### src/rtl/cv32e40p_fpu_arbiter.sv
// ============================================================================
// cv32e40p_fpu_arbiter -- round-robin sharing of one FPNEW-style FPU among
// NUM_REQ requesters, with an in-order ID FIFO for result routing.
// Revision: 1.0
// ============================================================================
`default_nettype none

module cv32e40p_fpu_arbiter #(
   parameter int NUM_REQ  = 4,
   parameter int DEPTH    = 4,
   parameter int OP_BITS  = 5,
   parameter int FMT_BITS = 3,
   parameter int WIDTH    = 32
) (
   input  logic                        clk,
   input  logic                        rst,
   input  logic [NUM_REQ-1:0]          req_valid_i,
   output logic [NUM_REQ-1:0]          req_ready_o,
   input  logic [NUM_REQ*OP_BITS-1:0]  req_op_i,
   input  logic [NUM_REQ*FMT_BITS-1:0] req_fmt_i,
   input  logic [NUM_REQ*3-1:0]        req_rm_i,
   input  logic [NUM_REQ*3*WIDTH-1:0]  req_operands_i,
   output logic                        fpu_valid_o,
   input  logic                        fpu_ready_i,
   output logic [OP_BITS-1:0]          fpu_op_o,
   output logic [FMT_BITS-1:0]         fpu_fmt_o,
   output logic [2:0]                  fpu_rm_o,
   output logic [3*WIDTH-1:0]          fpu_operands_o,
   input  logic                        fpu_resp_valid_i,
   output logic                        fpu_resp_ready_o,
   input  logic [WIDTH-1:0]            fpu_result_i,
   input  logic [4:0]                  fpu_flags_i,
   output logic [NUM_REQ-1:0]          resp_valid_o,
   input  logic [NUM_REQ-1:0]          resp_ready_i,
   output logic [WIDTH-1:0]            resp_result_o,
   output logic [4:0]                  resp_flags_o,
   output logic [$clog2(DEPTH+1)-1:0]  outstanding_o,
   output logic                        busy_o
);

   localparam int IDW = $clog2(NUM_REQ);
   localparam int PW  = $clog2(DEPTH);
   localparam int CW  = $clog2(DEPTH+1);

   localparam logic [IDW:0]   REQ_N   = (IDW+1)'(NUM_REQ);
   localparam logic [IDW-1:0] LAST_ID = IDW'(NUM_REQ-1);
   localparam logic [CW-1:0]  FULL_N  = CW'(DEPTH);

   typedef enum logic [0:0] {
      ST_IDLE   = 1'b0,
      ST_LOCKED = 1'b1
   } state_e;

   state_e           state_q, state_d;
   logic [IDW-1:0]   gnt_id_q, gnt_id_d;
   logic [IDW-1:0]   rr_q, rr_d;

   logic [IDW-1:0]   fifo_q [DEPTH];
   logic [PW-1:0]    wr_ptr_q, rd_ptr_q;
   logic [CW-1:0]    count_q;

   logic             fifo_full, fifo_empty;
   logic             found;
   logic [IDW-1:0]   cand_id;
   logic [IDW:0]     scan_idx;
   logic [IDW-1:0]   sel_id;
   logic             grant_vld;
   logic             push, pop;
   logic [IDW-1:0]   head_id;

   logic [OP_BITS-1:0]  op_arr  [NUM_REQ];
   logic [FMT_BITS-1:0] fmt_arr [NUM_REQ];
   logic [2:0]          rm_arr  [NUM_REQ];
   logic [3*WIDTH-1:0]  opd_arr [NUM_REQ];

   generate
      for (genvar g = 0; g < NUM_REQ; g++) begin : g_unpack
         assign op_arr[g]  = req_op_i[g*OP_BITS +: OP_BITS];
         assign fmt_arr[g] = req_fmt_i[g*FMT_BITS +: FMT_BITS];
         assign rm_arr[g]  = req_rm_i[g*3 +: 3];
         assign opd_arr[g] = req_operands_i[g*3*WIDTH +: 3*WIDTH];
      end
   endgenerate

   assign fifo_full  = (count_q == FULL_N);
   assign fifo_empty = (count_q == '0);

   // First valid requester at or above the round-robin pointer, with wrap.
   always_comb begin
      found    = 1'b0;
      cand_id  = rr_q;
      scan_idx = '0;
      for (int k = 0; k < NUM_REQ; k++) begin
         scan_idx = {1'b0, rr_q} + (IDW+1)'(k);
         if (scan_idx >= REQ_N) begin
            scan_idx = scan_idx - REQ_N;
         end
         if (!found && req_valid_i[scan_idx[IDW-1:0]]) begin
            found   = 1'b1;
            cand_id = scan_idx[IDW-1:0];
         end
      end
   end

   always_comb begin
      state_d   = state_q;
      gnt_id_d  = gnt_id_q;
      rr_d      = rr_q;
      sel_id    = (state_q == ST_LOCKED) ? gnt_id_q : cand_id;
      // Fullness uses the registered count, so a pop never frees a slot early.
      grant_vld = !rst && !fifo_full && ((state_q == ST_LOCKED) || found);
      push      = grant_vld && fpu_ready_i;
      if (push) begin
         state_d = ST_IDLE;
         rr_d    = (sel_id == LAST_ID) ? '0 : sel_id + IDW'(1);
      end else if (grant_vld && (state_q == ST_IDLE)) begin
         state_d  = ST_LOCKED;
         gnt_id_d = cand_id;
      end
   end

   always_ff @(posedge clk) begin
      if (rst) begin
         state_q  <= ST_IDLE;
         gnt_id_q <= '0;
         rr_q     <= '0;
      end else begin
         state_q  <= state_d;
         gnt_id_q <= gnt_id_d;
         rr_q     <= rr_d;
      end
   end

   assign fpu_valid_o    = grant_vld;
   assign fpu_op_o       = op_arr[sel_id];
   assign fpu_fmt_o      = fmt_arr[sel_id];
   assign fpu_rm_o       = rm_arr[sel_id];
   assign fpu_operands_o = opd_arr[sel_id];

   assign head_id = fifo_q[rd_ptr_q];

   generate
      for (genvar g = 0; g < NUM_REQ; g++) begin : g_route
         assign req_ready_o[g]  = push && (sel_id == IDW'(g));
         assign resp_valid_o[g] = !rst && !fifo_empty && fpu_resp_valid_i
                                  && (head_id == IDW'(g));
      end
   endgenerate

   // With no owner recorded the response is swallowed so the FPU cannot stall.
   assign fpu_resp_ready_o = !rst && (fifo_empty || resp_ready_i[head_id]);
   assign pop              = fpu_resp_valid_i && fpu_resp_ready_o && !fifo_empty;

   assign resp_result_o = fpu_result_i;
   assign resp_flags_o  = fpu_flags_i;

   always_ff @(posedge clk) begin
      if (push) begin
         fifo_q[wr_ptr_q] <= sel_id;
      end
   end

   always_ff @(posedge clk) begin
      if (rst) begin
         wr_ptr_q <= '0;
         rd_ptr_q <= '0;
         count_q  <= '0;
      end else begin
         if (push) begin
            wr_ptr_q <= wr_ptr_q + PW'(1);
         end
         if (pop) begin
            rd_ptr_q <= rd_ptr_q + PW'(1);
         end
         case ({push, pop})
            2'b10:   count_q <= count_q + CW'(1);
            2'b01:   count_q <= count_q - CW'(1);
            default: count_q <= count_q;
         endcase
      end
   end

   assign outstanding_o = count_q;
   assign busy_o        = (count_q != '0) || fpu_valid_o;

   a_no_spurious_resp : assert property (
      @(posedge clk) disable iff (rst) !(fpu_resp_valid_i && fifo_empty)
   ) else $error("spurious FPU response with no outstanding operation");

endmodule

`default_nettype wire
### config.mk
export PLATFORM = sky130hd
export DESIGN_NAME = cv32e40p_fpu_arbiter
export DESIGN_NICKNAME = d
export VERILOG_FILES = /design/src/rtl/cv32e40p_fpu_arbiter.sv
export SDC_FILE = /design/constraint.sdc
export NUM_CORES = 1
export LEC_CHECK = 0
export CELL_PAD_IN_SITES_DETAIL_PLACEMENT = 0
export CELL_PAD_IN_SITES_GLOBAL_PLACEMENT = 2
export CORE_AREA = 2 2 248 250
export DETAILED_ROUTE_END_ITERATION = 10
export DIE_AREA = 0 0 250 252
export GPL_ROUTABILITY_DRIVEN = 0
export PLACE_DENSITY = 0.64
export SYNTH_ARGS = -nofsm -noshare
export SYNTH_HDL_FRONTEND = slang
export SYNTH_SLANG_ARGS = --single-unit
### constraint.sdc
create_clock -name clk -period 4.1 [get_ports clk]
set_input_delay 0.41 -clock clk [delete_from_list [all_inputs] [get_ports clk]]
set_output_delay 0.41 -clock clk [all_outputs]
set_load 0.02 [all_outputs]
# --- Word-level counts from Yosys, hierarchy flattened ---
# Memory sizes are Yosys's and may differ from the RTL's. A register that Yosys moved wholly into a read port is not among the register bits.
# Index checks and enable logic that the tools add are counted.
word_totals:
  register_bits: 12
  latchBits: 0
  ramBits: 8
  romBits: 0
  inputBits: 477
  output_inout_bits: 158
  n_memories: 1
mem_list:
  columns: ["name", "depth", "width", "read_ports", "rd_ports_with_merged_regs", "wr", "line_no", "text"]
  rows:
  - ["fifo_q", 4, 2, 1, 1, 1, "58", "logic [IDW-1:0] fifo_q [DEPTH];"]
op_classes:
  addsub: 12
  mul: 0
  div: 0
  n_lt_le_gt_ge: 10
  eq_ne: 9
  shift: 0
  muxes: 41
  bitwise: 3
  reduce_logical: 36
op_table:
  columns: ["op", "n"]
  rows:
  - ["96-bit binary-select mux with 2-bit select", 1]
  - ["96-bit two-way mux", 2]
  - ["2-bit two-way mux", 12]
  - ["1-bit logical AND", 20]
  - ["2-bit by 3-bit < comparator with 1-bit output, second input constant", 5]
  - ["3-bit binary-select mux with 2-bit select", 2]
  - ["3-bit greater-or-equal comparator, second input constant", 4]
  - ["3-bit two-way mux", 4]
  - ["1-bit two-way mux", 11]
  - ["1-bit binary-select mux with 2-bit select", 5]
  - ["5-bit binary-select mux with 2-bit select", 1]
  - ["2-bit == test, second input constant", 5]
  - ["5-bit two-way mux", 2]
  - ["2-bit by 1-bit subtractor with 2-bit output, second input constant", 4]
  - ["2-bit by 1-bit adder with 2-bit output, second input constant", 3]
  - ["2-bit by 2-bit adder with 3-bit output, second input constant", 2]
  - ["2-bit by 1-bit == test with 1-bit output, second input constant", 3]
  - ["1-bit logical NOT", 6]
  - ["3-bit one-hot mux with 2 select lines", 1]
  - ["2-bit logical NOT", 2]
  - ["2-bit by 1-bit adder with 3-bit output, second input constant", 1]
  - ["3-bit by 1-bit adder with 3-bit output, second input constant", 1]
  - ["3-bit == test, second input constant", 1]
  - ["2-bit by 3-bit greater-or-equal comparator with 1-bit output, second input constant", 1]
  - ["9 further kinds", 12]

# --- Longest topological paths before layout ---
logic_depth:
  word_depth: 19
  ltp_mapped: 10
  ltp_nobuf: 10

# --- Least setup slack after synthesis ---
# Ideal clock, no wire load.
synth_timing:
  kind: "flip-flop to flip-flop"
  startpoint: "reg with a tool-made name"
  endpoint: "reg count_q[2], in the netlist outstanding_o[2]"
  setup_ns: 0.071
  arrival_time_ns: 2.767
  t_required_ns: 4.029
  slack_ns: 1.262
  path_stages_with_launch: 10
  n_path_buf: 0
  period_less_slack_ns: 2.838
  path_cell_list: "dfxtp_1 > mux4_2 > or4b_4 > o22ai_2 > ha_1 > inv_1 > fa_1 > xor2_1 > or3_1 > a21oi_1"
synth_lines:
  columns: ["element", "line_no", "text"]
  rows:
  - ["end signal, assigned", "176", "2'b10: count_q <= count_q + CW'(1);"]
  - ["end signal, assigned", "177", "2'b01: count_q <= count_q - CW'(1);"]
  - ["end signal, assigned", "178", "default: count_q <= count_q;"]
  - ["end, declared", "60", "logic [CW-1:0] count_q;"]

# --- Worst setup path after layout ---
layout_timing:
  startpoint: "in req_valid_i[3]"
  endpoint: "out fpu_operands_o[6]"
layout_between:
  elab_chain_cells: 17
  elab_cells_between_ends: 26
layout_rtl:
  columns: ["element", "line_no", "text"]
  rows:
  - ["start, declared", "17", "input logic [NUM_REQ-1:0] req_valid_i,"]
  - ["1-bit binary-select mux with 2-bit select", "98", "if (!found && req_valid_i[scan_idx[IDW-1:0]]) begin"]
  - ["1-bit two-way mux (implied by the code)", "98", null]
  - ["1-bit two-way mux", "98", null]
  - ["1-bit logical NOT", "98", null]
  - ["1-bit logical AND", "98", null]
  - ["1-bit two-way mux", "98", null]
  - ["1-bit logical NOT", "98", null]
  - ["1-bit logical AND", "98", null]
  - ["1-bit two-way mux", "98", null]
  - ["1-bit logical NOT", "98", null]
  - ["1-bit logical AND", "98", null]
  - ["2-bit two-way mux (*)", "98", null]
  - ["2-bit two-way mux (*)", "109", "sel_id = (state_q == ST_LOCKED) ? gnt_id_q : cand_id;"]
  - ["2-bit inverter with 3-bit output (implied by the code) (*)", "138", "assign fpu_operands_o = opd_arr[sel_id];"]
  - ["96-bit binary-select mux with 2-bit select (*)", "138", null]
  - ["96-bit two-way mux (implied by the code) (*) (2 in series)", "138", null]
  - ["end, declared", "28", "output logic [3*WIDTH-1:0] fpu_operands_o,"]
# Every way passes the cells marked *; elsewhere a longest branch is shown, timed or not. The select of a mux whose other input is x is not followed.

==> metrics.txt <==
# TYPE chip_impl_metric gauge
chip_impl_metric{name="timing.critical_path.arrival",unit="ps"} 3400
chip_impl_metric{name="layout.nets",unit=""} 1301
chip_impl_metric{name="route.final.wire_length",unit="µm"} 34000
chip_impl_metric{name="post-route-drc-count",unit=""} 0
chip_impl_metric{name="die_area",unit="µm²"} 63000
chip_impl_metric{name="synthesis.instances",unit=""} 294
chip_impl_metric{name="nFillCells",unit=""} 6682
chip_impl_metric{name="clk-insertion-delay-late",unit="ps"} 260
chip_impl_metric{name="count_of_antenna_violating_nets_left_after_detailed_routing",unit=""} 0
chip_impl_metric{name="synth.net_count",unit=""} 781
chip_impl_metric{name="clk_path_buf_depth",unit=""} 2
chip_impl_metric{name="final.period_utilization",unit=""} 0.930
chip_impl_info{name="timing.hold.worst_endpoint",value="rd_ptr_q[1]"} 1
chip_impl_metric{name="final_layout_size_suffix_gt1_frac",unit=""} 0.176
chip_impl_metric{name="postSynthAreaPerCell",unit="µm²"} 14.0
chip_impl_metric{name="yosys_warnings",unit=""} 0
chip_impl_metric{name="antenna_violations_before_repair",unit=""} 15
chip_impl_info{name="grt_setup_unrepaired",value="no"} 1
chip_impl_metric{name="relSlewSlack",unit=""} 0.601
chip_impl_metric{name="setup-violations-final",unit=""} 0
chip_impl_metric{name="detail_route.first_pass.iterations",unit=""} 4
chip_impl_metric{name="die_h",unit="µm"} 252
chip_impl_metric{name="crit_path_max_fanout",unit=""} 33
chip_impl_metric{name="timing.reg2reg.worst_path_depth",unit=""} 9
chip_impl_info{name="layout.cells.most_common",value="sky130_fd_sc_hd__clkdlybuf4s50_1"} 1
chip_impl_info{name="cp-end-kind",value="output port"} 1
chip_impl_info{name="timing.critical_path.from",value="req_valid_i[3]"} 1
chip_impl_metric{name="placement_rows",unit=""} 90
chip_impl_metric{name="cts.repair.resized",unit=""} 0
chip_impl_metric{name="cts_inserted_buffers",unit=""} 3
chip_impl_metric{name="cts.hold.buffers_added",unit=""} 0
chip_impl_metric{name="dpl_cell_area",unit="µm²"} 10500
chip_impl_metric{name="dr_iter_0_viols",unit=""} 211
chip_impl_metric{name="synth.cell_area",unit="µm²"} 4110
chip_impl_info{name="worst_hold_startpoint",value="rd_ptr_q[1]"} 1
chip_impl_metric{name="finalHoldViolCount",unit=""} 0
chip_impl_info{name="ys_dominant_reg_cell",value="sky130_fd_sc_hd__dfxtp_1"} 1
chip_impl_metric{name="cts_htree_levels",unit=""} 1
chip_impl_metric{name="pwr_density_cell",unit="nW/µm²"} 230
chip_impl_info{name="startpoint_type",value="primary input"} 1
chip_impl_metric{name="area.growth.synth_to_final",unit="%"} 157
chip_impl_info{name="result_of_the_run",value="finished, final reports clean"} 1
chip_impl_metric{name="final.setup.tns",unit="ps"} 0
chip_impl_metric{name="hpwl",unit="µm"} 30700
chip_impl_metric{name="first_global_vias",unit=""} 5900
chip_impl_metric{name="die_w",unit="µm"} 250
chip_impl_metric{name="final_period_minus_worst_setup_slack",unit="ps"} 3810
chip_impl_metric{name="async_flop_share",unit=""} 0
chip_impl_metric{name="ys_seq_area_frac",unit=""} 0.127
chip_impl_metric{name="vias_per_cell",unit=""} 3.24
chip_impl_info{name="cts_tree",value="yes"} 1
chip_impl_metric{name="final_cell_area",unit="µm²"} 10600
chip_impl_metric{name="max_cap_violations",unit=""} 0
chip_impl_metric{name="hold-path-cell-count",unit=""} 1
chip_impl_metric{name="grt_pass1_wl",unit="µm"} 45000
chip_impl_info{name="min_path_type",value="flop to flop"} 1
chip_impl_metric{name="cts.clk_slew.worst_paths",unit="ps"} 60
chip_impl_metric{name="wl_per_cell",unit="µm"} 21.3
chip_impl_metric{name="post_synth_num_cell_types",unit=""} 40
chip_impl_metric{name="grt_start_max_net_pins",unit=""} 61
chip_impl_info{name="criticalPathCategory",value="primary input to output port"} 1
chip_impl_metric{name="global_route_total_overflow",unit=""} 0
chip_impl_metric{name="boundaryPins",unit=""} 635
chip_impl_metric{name="number_of_flops_mapped_to_enable_cells_by_yosys",unit=""} 8
chip_impl_metric{name="total_leakage_power",unit="nW"} 3.49
chip_impl_metric{name="cts_num_sinks",unit=""} 22
chip_impl_metric{name="grt.total_usage",unit=""} 0.101
chip_impl_metric{name="final.setup_skew",unit="ps"} 7.51
chip_impl_metric{name="placeableCoreArea",unit="µm²"} 60100
chip_impl_metric{name="slew_viol_final",unit=""} 0
chip_impl_metric{name="worst-slew-pin-transition",unit="ps"} 593
chip_impl_info{name="most_used_cells_in_the_layout_excluding_fill_and_tap_cells",value="557 x sky130_fd_sc_hd__clkdlybuf4s50_1, 109 x sky130_fd_sc_hd__mux4_2, 16 x sky130_fd_sc_hd__buf_4"} 1
chip_impl_info{name="r2r_end",value="outstanding_o[2]"} 1
chip_impl_metric{name="timing.reg2reg.setup_slack",unit="ps"} 1010
chip_impl_metric{name="dr_total_vias",unit=""} 5172
chip_impl_metric{name="max_freq",unit="MHz"} 262
chip_impl_info{name="cts_root_buf",value="sky130_fd_sc_hd__clkbuf_16"} 1
chip_impl_metric{name="critPathRequiredTime",unit="ps"} 3690
chip_impl_metric{name="cts.repair_timing.setup_buffer_count",unit=""} 0
chip_impl_metric{name="portBuffers",unit=""} 560
chip_impl_metric{name="ys_ff_latch",unit=""} 22
chip_impl_metric{name="initial_core_util",unit=""} 0.0683
chip_impl_metric{name="worst_ir_drop_vdd",unit="V"} 0.000113
[layout make-up]
cell class                      count  area (µm²)  share of cell area
Antenna cell                        3        7.51            0.000711
Clock buffer                        3        75.1             0.00711
Clock inverter                      1        30.0             0.00284
Inverter                           10        47.5             0.00450
Multi-Input combinational cell    199        3110               0.294
Sequential cell                    22         520              0.0493
Tap cell                          782         978              0.0926
Timing Repair Buffer              578        5800               0.549
[registers in the layout (all words and copies together), names as in the netlist, named ones only]
name           cells
wr_ptr_q           2
state_q            1
outstanding_o      3
rd_ptr_q           2
rr_q               2
fifo_q             8
gnt_id_q           2
[kinds of logic after synthesis]
group,Yosys count,share of synthesized area
adder cells (fa/ha/maj),10,0.0323
flip-flops,22,0.127
buffers and inverters,73,0.116
multiplexers,114,0.610
AND/OR/NAND/NOR,52,0.0704
AO/OA/AOI/OAI,19,0.0353
XOR/XNOR,4,0.00853
[synth_stat cells (all sizes together) (3+ instances only)]
library cell,instances,area (µm²)
nand2b,4,25.0
or3,3,18.8
and3,8,50.1
nor3,5,30.0
ha,9,113
dfxtp,14,280
clkbuf,4,15.0
a21oi,8,43.8
mux4,109,2450
mux2i,4,40.0
nand2,7,26.3
nor2b,5,31.3
o21a,3,22.5
buf,59,425
nor2,12,45.0
edfxtp,8,240
inv,10,37.5
[how the worst max path moves through the flow]
| stage | to | depth (start not counted) |
|---|---|---|
| detailed placement | fpu_operands_o[35] | 9 |
| floorplan | outstanding_o[2] | 9 |
| global route | fpu_operands_o[15] | 9 |
| global placement | fpu_operands_o[15] | 9 |
| finish | fpu_operands_o[6] | 9 |
| CTS | fpu_operands_o[15] | 9 |
[critical path: stages]
cell and delay [ps]:
sky130_fd_sc_hd__clkdlybuf4s50_1 580, sky130_fd_sc_hd__a21boi_0 130, sky130_fd_sc_hd__o21a_1 200, sky130_fd_sc_hd__nor3_2 230, sky130_fd_sc_hd__a21boi_4 130, sky130_fd_sc_hd__inv_8 290, sky130_fd_sc_hd__buf_12 250, sky130_fd_sc_hd__mux4_2 570
sky130_fd_sc_hd__clkdlybuf4s50_1 570
[stage by stage]
stage	power [mW]	utilization	setup slack, ps	std cells	hold WS (ps)
CTS	2.47	0.176	245	1595	459
finish	2.43	0.176	288	1598	453
detailed placement	2.18	0.174	254	1591	451
global placement	2.18	0.174	260	1591	441
global route	2.56	0.176	92.7	1595	469
floorplan	1.19	-	1260	294	428
[metal layers]
metal / GRT usage / up-vias / wire length (µm)
met2: 0.183 / 398 / 17100
met4: 0.00838 / 6 / 295
met1: 0.114 / 2487 / 12700
li1: - / 2253 / -
met3: 0.0429 / 28 / 3850
met5: 0 / - / 38
[report_power, final]
part	switching [mW]	internal, mW	leakage [nW]
clock network	0.0811	0.194	0.0511
registers	0.0106	0.239	0.188
logic	0.788	1.12	3.25
total	0.880	1.55	3.49
No activity file was read; power rests on OpenSTA's default activity.
